## src/rtl/shifter_rotator_32.sv

```systemverilog
// shifter_rotator_32
//   Registered 32-bit shift/rotate unit for the execute stage. A five-stage
//   barrel network shifts or rotates operand `a` by `bits`. The result is
//   captured in an output register, so it appears one clock after the inputs
//   are sampled.
//
// Ports
//   clk    in   system clock, rising edge
//   rst_n  in   asynchronous active-low reset; clears out
//   a      in   [WIDTH-1:0] operand
//   op     in   [1:0] 00 srl, 01 sll, 10 ror, 11 rol
//   bits   in   [SHAMT_W-1:0] shift/rotate amount
//   out    out  [WIDTH-1:0] registered result
module shifter_rotator_32 #(
  parameter int WIDTH   = 32,
  parameter int SHAMT_W = 5
) (
  input  logic               clk,
  input  logic               rst_n,
  input  logic [WIDTH-1:0]   a,
  input  logic [1:0]         op,
  input  logic [SHAMT_W-1:0] bits,
  output logic [WIDTH-1:0]   out
);

  localparam logic [1:0] OP_SRL = 2'b00;
  localparam logic [1:0] OP_SLL = 2'b01;
  localparam logic [1:0] OP_ROR = 2'b10;
  localparam logic [1:0] OP_ROL = 2'b11;

  // stg[0] is the operand. stg[k+1] is the output of the stage that moves
  // the data by 2^k positions.
  logic [SHAMT_W:0][WIDTH-1:0] stg;
  logic [WIDTH-1:0]            out_d;
  logic [WIDTH-1:0]            out_q;

  assign stg[0] = a;

  for (genvar k = 0; k < SHAMT_W; k++) begin : g_stage
    localparam int N = 1 << k;

    logic [WIDTH-1:0] srl_v;
    logic [WIDTH-1:0] sll_v;
    logic [WIDTH-1:0] moved;

    assign srl_v = stg[k] >> N;
    assign sll_v = stg[k] << N;

    // A rotate is the matching logical shift ORed with the bits that fall
    // off the far end, which are brought back in from the opposite side.
    always_comb begin
      moved = srl_v;
      case (op)
        OP_SRL:  moved = srl_v;
        OP_SLL:  moved = sll_v;
        OP_ROR:  moved = srl_v | (stg[k] << (WIDTH - N));
        OP_ROL:  moved = sll_v | (stg[k] >> (WIDTH - N));
        default: moved = srl_v;
      endcase
    end

    assign stg[k+1] = bits[k] ? moved : stg[k];
  end

  always_comb begin
    out_d = stg[SHAMT_W];
  end

  always_ff @(posedge clk or negedge rst_n) begin
    if (!rst_n) begin
      out_q <= '0;
    end else begin
      out_q <= out_d;
    end
  end

  assign out = out_q;

endmodule

```

## config.mk

```make
export PLATFORM = sky130hd
export DESIGN_NAME = shifter_rotator_32
export DESIGN_NICKNAME = d
export VERILOG_FILES = /design/src/rtl/shifter_rotator_32.sv
export SDC_FILE = /design/constraint.sdc
export NUM_CORES = 1
export LEC_CHECK = 0
export ABC_AREA = 1
export ABC_CLOCK_PERIOD_IN_PS = 800
export CAP_MARGIN = 20
export CORE_MARGIN = 3
export CORE_UTILIZATION = 50
export DETAILED_ROUTE_END_ITERATION = 10
export DONT_BUFFER_PORTS = 1
export GPL_ROUTABILITY_DRIVEN = 0
export PLACE_DENSITY = 0.63
export SLEW_MARGIN = 10
export SYNTH_ARGS = -nofsm -noshare
export SYNTH_HDL_FRONTEND = slang
export SYNTH_SLANG_ARGS = --single-unit
```

## constraint.sdc

```tcl
create_clock -name clk -period 0.8 [get_ports clk]
set_input_delay 0.12 -clock clk [delete_from_list [all_inputs] [get_ports clk]]
set_output_delay 0.12 -clock clk [all_outputs]
set_load 0.01 [all_outputs]
```

==> results.json <==
{
  "cts_max_level": 2,
  "powerDensity_mw_per_mm2": 1092,
  "wl_um": 18230,
  "critPathArrivalTime_ns": 1.22,
  "wl_per_cell_um": 19.92,
  "largest_reg_flops": 32,
  "drc": 0,
  "grt_usage": 0.3195,
  "internal_power_w": 0.003957,
  "detail_route.vias_per_cell": 6.529,
  "startpoint": "op[0]",
  "die-width_um": 103.5,
  "seq_power_share": 0.292,
  "pwr-share-clk": 0.189,
  "antenna_found_initial": 0,
  "synth-seq-area-share": 0.1686,
  "cts-root-buf": "clkbuf_8",
  "firstDrtPassIters": 5,
  "final_cells": 915,
  "final.min_clock_period_ns": 1.055,
  "leakage_nw": 3.040,
  "switching_share": 0.4369,
  "pin_count": 73,
  "holdWs_ns": -0.4691,
  "multi_input_area_mm2": 0.004952,
  "grt_start_max_net_pins": 121,
  "rows": 34,
  "max_slew_margin": 0.7736,
  "seq_area_um2": 800.8,
  "core_region_area_mm2": 0.008976,
  "dp_hpwl_um": 12210,
  "grt_overflow": 0,
  "antennaDiodeCount": 0,
  "fmax_mhz": 948.1,
  "worstPathMaxFanout": 121,
  "hold_path_class": "in -> async",
  "dieArea_mm2": 0.01071,
  "comb_power_share": 0.519,
  "fin_nets": 830,
  "p_switching_w": 0.003070,
  "syn_area_mm2": 0.004750,
  "violations": "negative hold slack, negative setup slack",
  "numPortBuffers": 0,
  "tightest_slew_ns": 0.3395,
  "synth-seq-cells": 32,
  "drt-initial-drc-count": 511,
  "layout_commonest_cell": "nand2_1",
  "post-route-util": 0.7169,
  "rsz0062_at_grt": "true",
  "synthCells": 812,
  "fp.dieH_um": 103.5,
  "cp.required_ns": 0.97,
  "cp-start-kind": "input pin",
  "yosysWarnings": 0,
  "post-route-period-util": 1.318,
  "n_fill_cell": 734,
  "cts_made_buffers": 5,
  "drive_gt1_frac": 0.4575,
  "synth_cell_type_count": 21,
  "synth_nets": 853,
  "drv_slew": 0,
  "syn_avg_cell_area_um2": 5.849,
  "setup_viol": 53,
  "max-cap-violations": 0,
  "end_kind": "flop",
  "setup_ws_ns": -0.2547,
  "cts_sinks": 32,
  "worstSetupPathType": "in -> reg",
  "finalHoldViolCount": 32,
  "cts_tree": "built",
  "antenna_left": 0,
  "power_w": 0.007026,
  "vias": 5974,
  "clkTransAtPathRegs_ns": 0.07,
  "initial_core_util": 0.5291,
  "final_cell_mix": "231 x nand2_1, 198 x nand3_2, 142 x nand3_1",
  "ir_drop_mv": 0.8020,
  "dp.cells": 903,
  "area_growth_syn_to_layout_pct": 35.48,
  "status": "finished, violations left",
  "cts_buffer_depth": 2,
  "grt_pass1_wl_um": 27120,
  "grt_pass1_vias": 5398
}
==> per-stage QoR <==
stage                     setup WS, ns  cell area [um^2]  TNS (ns)
after global routing           -0.2914              6435    -9.359
final                          -0.2547              6435    -7.122
after floorplan                -0.5397              4982    -16.66
after CTS                      -0.1998              5595    -5.683
after detailed placement       -0.8125              4935    -23.24
after global placement         -0.7459              4935    -22.47
==> Yosys cell counts <==
cell,count,area (um^2)
or2_1,24,150.1
clkinv_1,2,7.510
a21o_1,1,7.510
a21oi_1,1,5.000
nand3_1,325,1627
buf_2,20,100.1
inv_6,1,8.760
a21oi_2,2,17.52
nand2_2,1,6.260
buf_6,15,168.9
nand3_2,50,500.5
nand2_1,294,1104
inv_2,1,3.750
clkbuf_1,9,33.78
nor2_2,1,6.260
or2_2,4,25.02
o21ai_0,1,5.000
dfrtp_1,32,800.8
inv_1,10,37.54
o211ai_1,2,15.01
buf_4,16,120.1
==> power groups by stage <==
stage          combinational [W]  sequential [W]  clock [W]
3_5_place_dp             0.00271         0.00209          0
4_1_cts                  0.00304         0.00206    0.00135
2_1_floorplan            0.00239         0.00205          0
6_report                 0.00364         0.00205    0.00133
3_3_place_gp             0.00267         0.00209          0
5_1_grt                  0.00395         0.00208    0.00143
==> worst max-delay path: stages <==
cell      delay [ns]
inv_16          0.05
nand2_4         0.07
nand3_4         0.07
o211ai_1        0.16
nand3_4         0.13
a21o_1          0.26
nand3_2         0.10
nand3_2         0.11
nand3_2         0.07
nand2_1         0.05
==> kinds of logic (layout without fill, tap and decap cells) <==
logic type / count (synthesis) / count (layout) / share of synthesized area
AND/OR/NAND/NOR: 699 / 699 / 0.7197
buffers and inverters: 74 / 51 / 0.1012
flip-flops: 32 / 32 / 0.1686
AO/OA/AOI/OAI: 7 / 7 / 0.01054
==> metal layers <==
layer	wire length, um	GRT usage	part of all wire	vias up
met3	1238	0.06975	0.068	52
li1	-	-	-	2719
met1	7138	0.4149	0.39	2926
met2	9318	0.5338	0.51	277
met5	0	0	0	-
met4	532	0.08865	0.029	0
==> what timing repair did <==
action / CTS / global route
gates resized for setup: 115 / 182
endpoints found under the setup margin: 64 / 64
hold endpoints to repair: 32 / 32
pin swaps: 31 / 79
setup buffers: 1 / 1
cloned: 2 / 1
==> worst paths after layout <==
check	to	cells after the start
max	out[11]$_DFF_PN0_	10
min	out[6]$_DFF_PN0_	0
max in group asynchronous	out[30]$_DFF_PN0_	0
min in group clk	out[13]$_DFF_PN0_	3
==> final cells by class <==
type,instances,area share
Clock buffer,7,0.01497
Inverter,14,0.01108
Multi-Input combinational cell,706,0.7696
Sequential cell,32,0.1244
Tap cell,126,0.02450
Timing Repair Buffer,27,0.04589
Timing Repair inverter,3,0.009528
No activity file was read; power rests on OpenSTA's default activity.
